[config.mk]
export PLATFORM = sky130hd
export DESIGN_NAME = dm_access_arbiter
export DESIGN_NICKNAME = d
export VERILOG_FILES = /design/src/rtl/dm_access_arbiter.sv
export SDC_FILE = /design/constraint.sdc
export NUM_CORES = 1
export LEC_CHECK = 0
export ABC_CLOCK_PERIOD_IN_PS = 1550
export CAP_MARGIN = 0
export CELL_PAD_IN_SITES_DETAIL_PLACEMENT = 1
export CELL_PAD_IN_SITES_GLOBAL_PLACEMENT = 2
export CORE_MARGIN = 8
export CORE_UTILIZATION = 22
export CTS_BUF_LIST = sky130_fd_sc_hd__clkbuf_8 sky130_fd_sc_hd__clkbuf_16
export DETAILED_ROUTE_END_ITERATION = 8
export GPL_TIMING_DRIVEN = 0
export PLACE_DENSITY = 0.78
export SLEW_MARGIN = 5
export SYNTH_ARGS = -nofsm -noshare
export SYNTH_HDL_FRONTEND = slang
export SYNTH_SLANG_ARGS = --single-unit
[constraint.sdc]
create_clock -name clk -period 1.55 [get_ports clk]
set_input_delay 0.31 -clock clk [delete_from_list [all_inputs] [get_ports clk]]
set_output_delay 0.31 -clock clk [all_outputs]
set_load 0.02 [all_outputs]
[src/rtl/dm_access_arbiter.sv]
// Purpose : shares one single-port data memory between port 0 (SPI engine) and port 1 (local/debug host)
// Latency : request seen in IDLE at cycle N -> memory access in N+1 -> ack pulse in N+2; one access per 3 cycles
// Backpres: requesters hold req and fields until ack; a port-0 lock starves port 1 for at most LOCK_MAX cycles
//
// Ports:
//   clk, reset                    system clock, synchronous active-high reset
//   p0_*/p1_* req,we,addr,wdata   level request and access fields per requester
//   p0_lock                       port 0 claims the memory for its whole chip-select window
//   p0_ack/p1_ack, p0_rdata/...   completion pulse, read data held until the next ack on that port
//   mem_addr/mem_din/mem_we/dout  data memory (combinational read, posedge write)
//   owner, locked, lock_timeout   grant/lock status
module dm_access_arbiter #(
   parameter int ADDR_WIDTH = 7,
   parameter int DATA_WIDTH = 8,
   parameter int LOCK_MAX   = 64
) (
   input  logic                  clk,
   input  logic                  reset,
   input  logic                  p0_req,
   input  logic                  p0_we,
   input  logic [ADDR_WIDTH-1:0] p0_addr,
   input  logic [DATA_WIDTH-1:0] p0_wdata,
   input  logic                  p0_lock,
   output logic                  p0_ack,
   output logic [DATA_WIDTH-1:0] p0_rdata,
   input  logic                  p1_req,
   input  logic                  p1_we,
   input  logic [ADDR_WIDTH-1:0] p1_addr,
   input  logic [DATA_WIDTH-1:0] p1_wdata,
   output logic                  p1_ack,
   output logic [DATA_WIDTH-1:0] p1_rdata,
   output logic [ADDR_WIDTH-1:0] mem_addr,
   output logic [DATA_WIDTH-1:0] mem_din,
   output logic                  mem_we,
   input  logic [DATA_WIDTH-1:0] mem_dout,
   output logic                  owner,
   output logic                  locked,
   output logic                  lock_timeout
);

   localparam int CNT_W = $clog2(LOCK_MAX + 1);
   localparam logic [CNT_W-1:0] CNT_MAX = CNT_W'(LOCK_MAX);

   localparam logic [1:0] IDLE   = 2'd0;
   localparam logic [1:0] ACCESS = 2'd1;
   localparam logic [1:0] ACK    = 2'd2;

   logic [1:0]       state;
   logic             we_q;
   logic             last_grant;
   logic [CNT_W-1:0] lock_cnt;

   logic cnt_full;
   logic p1_elig;
   logic any_req;
   logic override;
   logic grant_go;
   logic win;

   // Port 1 is shut out while locked unless the lock has been held against it
   // for LOCK_MAX cycles; lock_cnt is only nonzero while locked.
   assign cnt_full = (lock_cnt == CNT_MAX);
   assign p1_elig  = p1_req && (!locked || cnt_full);
   assign any_req  = p0_req || p1_elig;
   assign grant_go = (state == IDLE) && any_req;
   assign override = grant_go && cnt_full && p1_req;

   always_comb begin
      win = 1'b0;
      if (override)
         win = 1'b1;
      else if (p0_req && p1_elig)
         win = ~last_grant;        // round robin on a tie
      else
         win = p1_elig;
   end

   // Write strobe lives only in ACCESS, so a write is exactly one cycle wide
   // and a reset sampled during ACCESS still lets the memory commit it.
   assign mem_we = (state == ACCESS) && we_q;

   always_ff @(posedge clk) begin
      if (reset) begin
         state        <= IDLE;
         we_q         <= 1'b0;
         mem_addr     <= '0;
         mem_din      <= '0;
         owner        <= 1'b0;
         last_grant   <= 1'b1;
         p0_ack       <= 1'b0;
         p1_ack       <= 1'b0;
         p0_rdata     <= '0;
         p1_rdata     <= '0;
         locked       <= 1'b0;
         lock_cnt     <= '0;
         lock_timeout <= 1'b0;
      end else begin
         p0_ack       <= 1'b0;
         p1_ack       <= 1'b0;
         lock_timeout <= override;

         case (state)
            IDLE: begin
               if (any_req) begin
                  state    <= ACCESS;
                  owner    <= win;
                  we_q     <= win ? p1_we    : p0_we;
                  mem_addr <= win ? p1_addr  : p0_addr;
                  mem_din  <= win ? p1_wdata : p0_wdata;
               end
            end
            ACCESS: begin
               state <= ACK;
               if (!we_q) begin
                  if (owner)
                     p1_rdata <= mem_dout;
                  else
                     p0_rdata <= mem_dout;
               end
               // registered here so the pulse is visible during ACK
               p0_ack <= ~owner;
               p1_ack <= owner;
            end
            ACK: begin
               state      <= IDLE;
               last_grant <= owner;
            end
            default: state <= IDLE;
         endcase

         // Lock only engages on a port-0 win; a port-1 win in the same cycle
         // as the lock rise leaves it disengaged until port 0 next wins.
         if (!p0_lock)
            locked <= 1'b0;
         else if (grant_go && !win)
            locked <= 1'b1;

         if (!p0_lock || !locked)
            lock_cnt <= '0;
         else if (override)
            lock_cnt <= '0;
         else if (p1_req && !cnt_full)
            lock_cnt <= lock_cnt + CNT_W'(1);
      end
   end

endmodule

==> metrics.cfg <==
[sta]
whs_ns = 0.4046
rsz0062_at_grt = true
finalSetupViolations = 24
max_freq_mhz = 577.4
finalCriticalPeriod_ns = 1.732
relSlewSlack_pct = 59.13
slew_violations = 0
setup_ws_ns = -0.1818
finalSetupTns_ns = -2.979
period_share_pct = 111.7
skew_ns = 0.006816
hold_viol_final = 0
worstMarginPinSlew_ns = 0.6131

[floorplanning]
placeableCoreArea_sq_um = 9196
rows = 35
ioPinCount = 82
die_h_um = 113.1
start_util_pct = 22.57
die_w_um = 113.1
die_area_sq_um = 12800

[drt]
drt-met1-wl_um = 3584
vias = 2087
dr.pass1.iters = 4
drt-vias-per-instance = 4.722
drt_iter0_markers = 50
met2_length_um = 3587
routed-wl-met3_um = 500
postRouteAntennaNets = 0
drc = 0
drt_wl_total_um = 7727
highest_layer = met4
wl_per_cell_um = 17.48

[flow_run]
drv_cap = 0

[cells_and_area]
drive_gt1_share_pct = 19.94
syn2layout_area_growth_pct = 61.18
final_cell_mix = clkdlybuf4s50_1, dfxtp_1, dlygate4sd2_1
fin_cells = 442
diodes = 0
layout.nets = 378

[yosys]
synth-simple-area-share_pct = 17.60
synth_top_family_by_area = compound AO/OA/AOI/OAI gates
synth_edf_count = 0
yosys_warnings = 0
ys_ff_latch = 47
syn_inst = 230
syn_avg_cell_area_sq_um = 9.025
ys_types = 38
synth_compound_area_share_pct = 23.87
yosys.area_share.xor_xnor_pct = 2.532
ys_seq_area_share_pct = 45.33
synth-async-reset-ratio_pct = 0
syn_area_sq_um = 2076
synth.area.mux_share_pct = 3.858
yosys.area_share.adder_pct = 1.206
syn_nets = 277
synth_flop_cell = dfxtp_1

[critical_path]
required_ns = 1.78
crit_path_end_kind = register
critPathMostFrequentCell = buf_6
critPathLaunchType = register
worstSetupPathType = register to register
reg2reg_depth = 6
r2r_end = mem_din[0]
critPathSlowestCell = or4_4
critPathMaxFanout = 4
path_buf_inv = 2
crit_family = simple AND/OR/NAND/NOR gates
crit_cells = 6
cp_data_arrival_time_ns = 1.96
r2r_setup_slack_ns = -0.18
cpPeakStageDelay_ns = 0.52
r2r_start = lock_cnt[5]
path_cells = or4_4, buf_6, o21ai_4, buf_6, nand3_1, a31oi_1

[min_path]
hold_path.class = primary input to register
holdPathStages = 3
min_to = lock_timeout
min_from = p1_req

[status]
status = finished with violations
violations = setup timing

[pwr]
irDropWorstVdd_uv = 350.4
p_per_area_nw_per_um2 = 866.2
p_leak_nw = 1.341

[cts]
clkSinkCount = 47
numCtsBuffers = 5
path_clk_slew_ns = 0.09
cts.hold.buffers_added = 0
cts_tree = done
clk_latency_ns = 0.30
cts_root_buf = clkbuf_8
htreeDepth = 2
clock_path_buffers = 2

[placed_design]
place.port_buffers = 80
dpl.cell_count = 421
place_congestion = 0.7549
dp_hpwl_um = 5517

[global_route]
grt_pass1_wl_um = 12450
grt_max_degree = 15
grt_pass1_vias = 2285
antenna_found_initial = 0
grt_usage_pct = 12.19
grt_overflow = 0

==> per-stage QoR <==
| step | setup WS (ns) | total power, mW | util, % | cell area [sq um] |
|---|---|---|---|---|
| 6_report | -0.1818 | 2.898 | 36.38 | 3346 |
| 5_1_grt | -0.2857 | 3.064 | 36.38 | 3346 |
| 4_1_cts | -0.2164 | 2.914 | 35.43 | 3258 |
| 3_5_place_dp | -0.7251 | 2.005 | 32.87 | 3023 |
| 3_3_place_gp | -0.7041 | 1.996 | 32.87 | 3023 |
| 2_1_floorplan | -0.1041 | 1.668 | - | 2083 |
==> flip-flops by register name, summed over array words and instances, names as in the netlist <==
register / count
we_q: 1
p0_ack: 1
p1_rdata: 8
locked: 1
state: 2
p1_ack: 1
mem_addr: 7
lock_cnt: 7
last_grant: 1
p0_rdata: 8
lock_timeout: 1
mem_din: 8
owner: 1
==> cells by family (layout without fill, tap and decap cells) <==
family                   after synthesis  after routing
XOR/XNOR                               6              6
flip-flops                            47             47
AND/OR/NAND/NOR                       75             75
multiplexers                           8              8
buffers and inverters                 23            124
adder cells (fa/ha/maj)                2              2
AO/OA/AOI/OAI                         69             69
==> cell type report <==
| class | count | area [sq um] |
|---|---|---|
| timing repair buffer | 95 | 920.9 |
| inverter | 7 | 26.28 |
| tap | 111 | 138.9 |
| clock buffer | 5 | 68.82 |
| clock inverter | 2 | 37.54 |
| sequential | 47 | 948.4 |
| buffer | 15 | 103.9 |
| fill | 1085 | 5851 |
| multi-input combinational | 160 | 1101 |
==> cell usage after synthesis, types with 2 or more instances <==
cell / instances / area [sq um]
a21oi_1: 9 / 45.04
a31oi_1: 16 / 100.1
buf_2: 2 / 10.01
buf_4: 2 / 15.01
clkbuf_1: 9 / 33.78
dfxtp_1: 47 / 940.9
ha_1: 2 / 25.02
inv_1: 6 / 22.52
mux2i_1: 8 / 80.08
nand2_1: 21 / 78.83
nand2b_1: 2 / 12.51
nand3_1: 18 / 90.09
nand4_1: 3 / 18.77
nor2_1: 17 / 63.81
nor3_1: 5 / 25.02
nor3_2: 2 / 20.02
o211ai_1: 9 / 67.56
o211ai_2: 10 / 125.1
o21a_1: 2 / 15.01
o21ai_0: 17 / 85.08
o21ai_1: 2 / 10.01
xor2_1: 5 / 43.79
==> power breakdown <==
part / switching, mW / total [mW] / internal (mW)
Sequential: 0.0454 / 1.32 / 1.28
Combinational: 0.354 / 0.662 / 0.307
Clock: 0.442 / 0.915 / 0.472
Total: 0.842 / 2.90 / 2.06
==> per-layer routing <==
layer / up-vias / GRT usage (%)
li1: 1027 / -
met3: 4 / 4.207
met1: 994 / 14.99
met5: - / 0
met4: 0 / 2.664
met2: 62 / 20.04
==> worst min-delay path, stage by stage <==
cell and delay [ns]:
clkbuf_2 0.16, nand2_1 0.12, nor3_1 0.06
==> worst max-delay path by stage <==
stage / to / from / slack, ns
3_3_place_gp: mem_addr[1] / p0_req / -0.70
3_5_place_dp: mem_addr[2] / p0_req / -0.73
2_1_floorplan: mem_addr[3] / lock_cnt[5] / -0.10
4_1_cts: mem_din[3] / lock_cnt[5] / -0.22
6_report: mem_din[0] / lock_cnt[5] / -0.18
5_1_grt: mem_din[5] / lock_cnt[5] / -0.29
==> repair_timing <==
action,CTS,global route
gates cloned,2,0
resized for setup,61,17
pin swaps,14,17
endpoints found under the setup margin,79,44
buffers inserted,10,3
(Power assumes the default switching activity.)
